$ cat src/rtl/am_envelope_demod.sv
`default_nettype none
//----------------------------------------------------------------------------
// am_envelope_demod : CORDIC-magnitude AM envelope detector with leaky DC block
// Rev 1.0
//----------------------------------------------------------------------------
module am_envelope_demod #(
   parameter int ITER     = 12,
   parameter int DC_SHIFT = 8
) (
   input  logic        CLK,
   input  logic        RST,
   input  logic        in_tick,
   input  logic [15:0] i_in,
   input  logic [15:0] q_in,
   output logic        ready,
   output logic [15:0] mag_out,
   output logic [15:0] audio_out,
   output logic        out_tick,
   output logic        overrun
);

   typedef enum logic [1:0] {
      S_IDLE = 2'd0,
      S_ROT  = 2'd1,
      S_GAIN = 2'd2,
      S_DCB  = 2'd3
   } state_t;

   localparam logic [3:0]         K_LAST = 4'(ITER - 1);
   localparam logic signed [16:0] C_GAIN = 17'sd39797;

   state_t             state_q, state_d;
   logic signed [17:0] x_q, x_d, y_q, y_d;
   logic [3:0]         k_q, k_d;
   logic [15:0]        m_q, m_d, m_prev_q, m_prev_d;
   logic signed [23:0] yacc_q, yacc_d;
   logic [15:0]        mag_out_q, mag_out_d, audio_out_q, audio_out_d;
   logic               out_tick_q, out_tick_d, overrun_q, overrun_d;

   logic signed [17:0] w_i_ext, w_q_ext, w_x_sh, w_y_sh;
   logic signed [34:0] w_prod, w_prod_sh;
   logic [15:0]        w_m_gain, w_audio_sat;
   logic signed [23:0] w_d, w_yacc_new;

   // Widen before negating so that -32768 maps to +32768.
   assign w_i_ext = {{2{i_in[15]}}, i_in};
   assign w_q_ext = {{2{q_in[15]}}, q_in};
   assign w_x_sh  = x_q >>> k_q;
   assign w_y_sh  = y_q >>> k_q;

   assign w_prod    = 35'(x_q) * 35'(C_GAIN);
   assign w_prod_sh = w_prod >>> 16;
   assign w_m_gain  = (w_prod_sh < 35'sd0)     ? 16'd0 :
                      (w_prod_sh > 35'sd65535) ? 16'hFFFF : w_prod_sh[15:0];

   assign w_d         = {8'd0, m_q} - {8'd0, m_prev_q};
   assign w_yacc_new  = yacc_q + w_d - (yacc_q >>> DC_SHIFT);
   assign w_audio_sat = (w_yacc_new > 24'sd32767)  ? 16'h7FFF :
                        (w_yacc_new < -24'sd32768) ? 16'h8000 : w_yacc_new[15:0];

   always_comb begin
      state_d     = state_q;
      x_d         = x_q;
      y_d         = y_q;
      k_d         = k_q;
      m_d         = m_q;
      m_prev_d    = m_prev_q;
      yacc_d      = yacc_q;
      mag_out_d   = mag_out_q;
      audio_out_d = audio_out_q;
      out_tick_d  = 1'b0;
      overrun_d   = overrun_q | (in_tick & (state_q != S_IDLE));
      case (state_q)
         S_IDLE: begin
            if (in_tick) begin
               if (i_in[15]) begin
                  x_d = -w_i_ext;
                  y_d = -w_q_ext;
               end else begin
                  x_d = w_i_ext;
                  y_d = w_q_ext;
               end
               k_d     = 4'd0;
               state_d = S_ROT;
            end
         end
         S_ROT: begin
            if (y_q[17]) begin
               x_d = x_q - w_y_sh;
               y_d = y_q + w_x_sh;
            end else begin
               x_d = x_q + w_y_sh;
               y_d = y_q - w_x_sh;
            end
            k_d = k_q + 4'd1;
            if (k_q == K_LAST) state_d = S_GAIN;
         end
         S_GAIN: begin
            m_d     = w_m_gain;
            state_d = S_DCB;
         end
         S_DCB: begin
            m_prev_d    = m_q;
            yacc_d      = w_yacc_new;
            mag_out_d   = m_q;
            audio_out_d = w_audio_sat;
            out_tick_d  = 1'b1;
            state_d     = S_IDLE;
         end
         default: state_d = S_IDLE;
      endcase
   end

   always_ff @(posedge CLK or posedge RST) begin
      if (RST) begin
         state_q     <= S_IDLE;
         x_q         <= '0;
         y_q         <= '0;
         k_q         <= '0;
         m_q         <= '0;
         m_prev_q    <= '0;
         yacc_q      <= '0;
         mag_out_q   <= '0;
         audio_out_q <= '0;
         out_tick_q  <= 1'b0;
         overrun_q   <= 1'b0;
      end else begin
         state_q     <= state_d;
         x_q         <= x_d;
         y_q         <= y_d;
         k_q         <= k_d;
         m_q         <= m_d;
         m_prev_q    <= m_prev_d;
         yacc_q      <= yacc_d;
         mag_out_q   <= mag_out_d;
         audio_out_q <= audio_out_d;
         out_tick_q  <= out_tick_d;
         overrun_q   <= overrun_d;
      end
   end

   assign ready     = (state_q == S_IDLE);
   assign mag_out   = mag_out_q;
   assign audio_out = audio_out_q;
   assign out_tick  = out_tick_q;
   assign overrun   = overrun_q;

endmodule
`default_nettype wire

$ cat config.mk
export PLATFORM = sky130hd
export DESIGN_NAME = am_envelope_demod
export DESIGN_NICKNAME = d
export VERILOG_FILES = /design/src/rtl/am_envelope_demod.sv
export SDC_FILE = /design/constraint.sdc
export NUM_CORES = 1
export LEC_CHECK = 0
export ABC_AREA = 1
export CORE_MARGIN = 1.5
export CORE_UTILIZATION = 45
export CTS_CLUSTER_SIZE = 12
export DETAILED_ROUTE_END_ITERATION = 10
export PLACE_DENSITY = 0.6
export SYNTH_ARGS = -nofsm -noshare
export SYNTH_HDL_FRONTEND = slang
export SYNTH_SLANG_ARGS = --single-unit
$ cat constraint.sdc
create_clock -name CLK -period 8 [get_ports CLK]
set_input_delay 0.8 -clock CLK [delete_from_list [all_inputs] [get_ports CLK]]
set_output_delay 0.8 -clock CLK [all_outputs]
set_load 0.01 [all_outputs]
# [Word level (Yosys, flattened, before mapping)]
# Cells that the tools add are included.
[classes] multipliers=1 shift=2 magnitude_cmp=4 muxes=18 n_eq_ne=6 n_reduce_logical=5 n_addsub=10 n_bitwise=2
[op_table] operator="18-bit two-way mux" n=6
[op_table] operator="18-bit one-hot mux with 2 select lines" n=2
[op_table] operator="16-bit two-way mux" n=4
[op_table] operator="18-bit adder" n=2
[op_table] operator="16-bit negator with 18-bit output" n=2
[op_table] operator="18-bit by 4-bit >>> shifter with 18-bit output" n=2
[op_table] operator="18-bit subtractor" n=2
[op_table] operator="18-bit by 17-bit multiplier with 35-bit output, second input constant" n=1
[op_table] operator="24-bit by 17-bit adder with 24-bit output" n=1
[op_table] operator="24-bit by 16-bit greater-than comparator with 1-bit output, second input constant" n=1
[op_table] operator="24-bit by 16-bit less-than comparator with 1-bit output, second input constant" n=1
[op_table] operator="24-bit by 16-bit subtractor with 24-bit output" n=1
[op_table] operator="19-bit by 17-bit greater-than comparator with 1-bit output, second input constant" n=1
[op_table] operator="19-bit by 1-bit less-than comparator with 1-bit output, second input constant" n=1
[op_table] operator="16-bit by 16-bit subtractor with 17-bit output" n=1
[op_table] operator="2-bit one-hot mux with 4 select lines" n=1
[op_table] operator="4-bit one-hot mux with 2 select lines" n=1
[op_table] operator="4-bit by 1-bit adder with 4-bit output, second input constant" n=1
[op_table] operator="2-bit equality test, second input constant" n=2
[op_table] operator="4-bit equality test, second input constant" n=1
[op_table] operator="2-bit two-way mux" n=2
[op_table] operator="4-bit two-way mux" n=1
[op_table] operator="2-bit inequality test, second input constant" n=2
[op_table] operator="2-bit AND reduction" n=2
[op_table] operator="other kinds (6)" n=7
[totals] input_bits=35 output_inout_bits=35 ff_bits=116

# [Logic depth before layout (Yosys ltp)]
[logic_depth] ltp_word=6 ltp_mapped=30 ltp_nobuf=29

# [Least setup slack after synthesis]
# Ideal clock, no wire load.
[synth_timing] path_kind="flip-flop to flip-flop" start="register x_q[17]" end="register m_q[15]" period_less_slack_ns=5.504 arrival_time_ns=5.388 t_required_ns=7.883 slack_ns=2.496 path_stages_with_launch=24 path_cell_list="dfrtp_1 ha_1 inv_1 fa_1 fa_1 fa_1 fa_1 inv_1 fa_1 inv_1 ha_1 a21oi_1 o21ai_0 a21oi_1 nor2_1 a211oi_1 o21ai_2 nand2_1 nand2_2 nand2_4 buf_6 nand2_1 nand2_1 nand2_1"
[synth_between] elab_chain_cells=4 word_cells_on_any_way=5 cone_classes="1 x mul; 2 x order compare; 2 x mux"
[synth_rtl] item="start: declaration" line="33" rtl="logic signed [17:0] x_q, x_d, y_q, y_d;"
[synth_rtl] item="start signal: assignment" line="117" rtl="x_q <= '0;"
[synth_rtl] item="start signal: assignment" line="129" rtl="x_q <= x_d;"
[synth_rtl] item="18-bit by 17-bit multiplier with 35-bit output *" line="51" rtl="assign w_prod = 35'(x_q) * 35'(C_GAIN);"
[synth_rtl] item="19-bit by 17-bit greater-than comparator with 1-bit output" line="54" rtl="(w_prod_sh > 35'sd65535) ? 16'hFFFF : w_prod_sh[15:0];"
[synth_rtl] item="16-bit two-way mux" line="54"
[synth_rtl] item="16-bit two-way mux *" line="53" rtl="assign w_m_gain = (w_prod_sh < 35'sd0) ? 16'd0 :"
[synth_rtl] item="end signal: assignment" line="132" rtl="m_q <= m_d;"
[synth_rtl] item="end: declaration" line="35" rtl="logic [15:0] m_q, m_d, m_prev_q, m_prev_d;"
# Mark *: on every way between the ends. The rest lies on a longest branch, timed or not.
# A chain may end at the register's enable or synchronous reset.

# [Final worst setup path]
[layout_timing] start="register x_q[16]" end="register m_q[1]"
# The elaborated chain is that of the path after synthesis.

==> run metrics <==
Seq/Total Area, Yosys=15.4%; Root Driver=clkbuf_16; CP Launch Point=x_q[16]; Worst Tran Pin Value=0.951 ns; Worst path slowest cell=fa_1; share of layout cells above drive strength 1=5.16%; post-synth net total=about 3000; Post-Synthesis Cells=2591; flop and latch count out of synthesis=116; Arr. time, crit path=6.36 ns; Setup crit start kind=flip-flop; NumNets Final=3045; Met1 Wirelength=about 24 mm; via count=16800; drt via density=~5.3; Cell Area, Synth=roughly 19000 um2; Buf+Inv Stages, Crit Path=5; setup violators final=0; normalized max-slew margin=36.6%; crit end category=flip-flop; Reg2Reg Launch Point=x_q[16]; worst-path fanout max=16; failing checks=design-rule violations; routability cong.=0.934; total wire length=between 50 and 60 mm; # resized after CTS=0; RSZ-0062 raised after global routing=false; max_cap viols=0; number of global-route vias before repair=between 15000 and 20000; mean post-synth cell area=7.26 um2; ANT nets after route=0; Slew Viols, Final=0; Slowest Stage Delay on Critical Path=0.57 ns; first-pass GRT wire length=around 88 mm; Post-route DRC=5; drt pass-1 iters=9; total gr overflow=0; site row count=between 70 and 80; die height=207 um; commonest non-fill, non-tap cell in the layout=nand2_1; Overall Global Routing Usage=25.6%; width of the die=roughly 210 um; status=finished, violations left; Syn-to-layout area delta=9.01%; Hold Crit Class=flip-flop to flip-flop; largest net degree at the start of global routing=74; Post-synth EDFFs=0; DRT iter0 DRCs=about 1100; Synth Flop Type=dfrtp_1; port buffer count=69; delay-heaviest family, CP=adder cells; hold buffers post-CTS=0; die area=43000 um2; Diodes inserted=0; core footprint=approximately 41000 um2; DP Wirelength=44.2 mm; routed wl met3=2.29 mm; Num CTS Buffers=17; Met2 Routed Length=25.8 mm; initial antenna violation count=0; critical path cell sequence=inv_1 > ha_1 > inv_1 > fa_1 > fa_1 > fa_1 > fa_1 > inv_1 > fa_1 > inv_1 > ha_1 > a21oi_1 > o21ai_0 > a21oi_1 > nor2_1 > a211oi_1 > o21ai_2 > inv_1 > nand2_1 > a21oi_4 > nand2_1 > nand2_1; required time worst endpoint=8.38 ns; max layer used=met4; critical path type=flip-flop to flip-flop; Fin Clk Skew=0.0130 ns; synth unique cells=56; HP Start=overrun; r2r setup slk=2.02 ns; initial core utilization=45.8%; post-CTS setup buffers=0; clk slew on worst S/H paths=0.06 ns; CTS tree=yes; clock period minus worst slack=5.98 ns; final hold vios=0; Fmax achieved=between 150 and 200 MHz; Wirelength per Cell=roughly 17 um; Tcrit/Tclk final=between 70% and 80%; clock latency on the worst-skew pair=0.45 ns; setup tns final=0 ns; CTS Sinks=116; Filler cells=4121; Max Root-Sink Buffers=2; # H-tree levels=4; most frequent cells in the layout=572 x nand2_1, 456 x inv_1, 222 x ha_1; io pins=70; yosys warns=0; FFs w/ async S/R, synth=100%
-- worst paths after layout --
| path | endpoint | cells after the start |
|---|---|---|
| min in group asynchronous | k_q[0] | 2 |
| max | m_q[1] | 22 |
| max reg2reg | m_q[1] | 22 |
| min reg2reg | overrun | 1 |
| max in group asynchronous | mag_out[7] | 3 |
| min | overrun | 1 |
-- area by class of cell --
cell class	count	area (um2)	area share [%]
tap	532	666	3.25
multi-input combinational	1943	13800	67.3
clock buffer	20	457	2.23
inverter	465	1750	8.55
timing repair buffer	83	796	3.88
clock inverter	11	128	0.623
sequential	116	2900	14.2
-- state kept, by name, summed over array words and instances (netlist names) --
signal     flops
y_q           18
x_q           18
mag_out       16
yacc_q        24
m_q           16
k_q            4
state_q        2
audio_out     16
out_tick       1
overrun        1
-- metal layers --
layer | track usage [%] | vias to the layer above
met3 | 4.01 | 86
met5 | 0 | -
met4 | 8.24 | 0
met2 | 44.7 | 389
met1 | 32.4 | 7926
li1 | - | 8416
-- metrics by stage --
step                      utilization [%]  area (um2)  worst slack [ns]  hold WS [ns]  std cells
final                                50.0       20500              2.02         0.478       3170
after detailed placement             48.5       19900              2.05         0.470       3139
after floorplan                         -       18800              2.50         0.448       2591
after CTS                            50.0       20500              2.01         0.487       3170
after global routing                 50.0       20500              1.58         0.500       3170
after global placement               48.5       19900              2.17         0.467       3139
-- worst register-to-register path, cell delays in order (launching register included) --
cell and delay [ns]:
dfrtp_1 0.51, inv_1 0.16, ha_1 0.35, inv_1 0.11, fa_1 0.57, fa_1 0.44
fa_1 0.52, fa_1 0.55, inv_1 0.06, fa_1 0.53, inv_1 0.04, ha_1 0.35
a21oi_1 0.22, o21ai_0 0.16, a21oi_1 0.19, nor2_1 0.06, a211oi_1 0.23, o21ai_2 0.10
inv_1 0.08, nand2_1 0.11, a21oi_4 0.40, nand2_1 0.11, nand2_1 0.08
-- kinds of logic after synthesis --
logic type | after synthesis | synth area share [%]
xor gates and xnor gates | 82 | 3.86
and+or+nand+nor | 1043 | 24.5
adders and majority gates | 384 | 32.0
DFF | 116 | 15.4
AOI/OAI and AO/OA | 434 | 13.0
buffers and inverters | 532 | 11.2
-- cell usage after synthesis (all sizes together), types with 7 or more instances --
cell type | count | area [um2]
clkbuf | 28 | 105
o31ai | 7 | 52.6
nor3 | 33 | 201
ha | 223 | 2790
a21o | 10 | 75.1
or2 | 14 | 87.6
nand3b | 9 | 67.6
nand2 | 597 | 2320
o21bai | 10 | 75.1
fa | 161 | 3220
inv | 460 | 1730
xnor2 | 33 | 289
a21oi | 167 | 862
dfrtp | 116 | 2900
a31oi | 30 | 188
nor2 | 153 | 609
o211ai | 15 | 113
buf | 39 | 253
xor2 | 49 | 437
o21ai | 168 | 882
nand4 | 14 | 93.8
a211oi | 7 | 52.6
nand3 | 216 | 1170
Power is not shown: default switching activity piles up to over one toggle a cycle in this logic, so the estimate is an artifact.
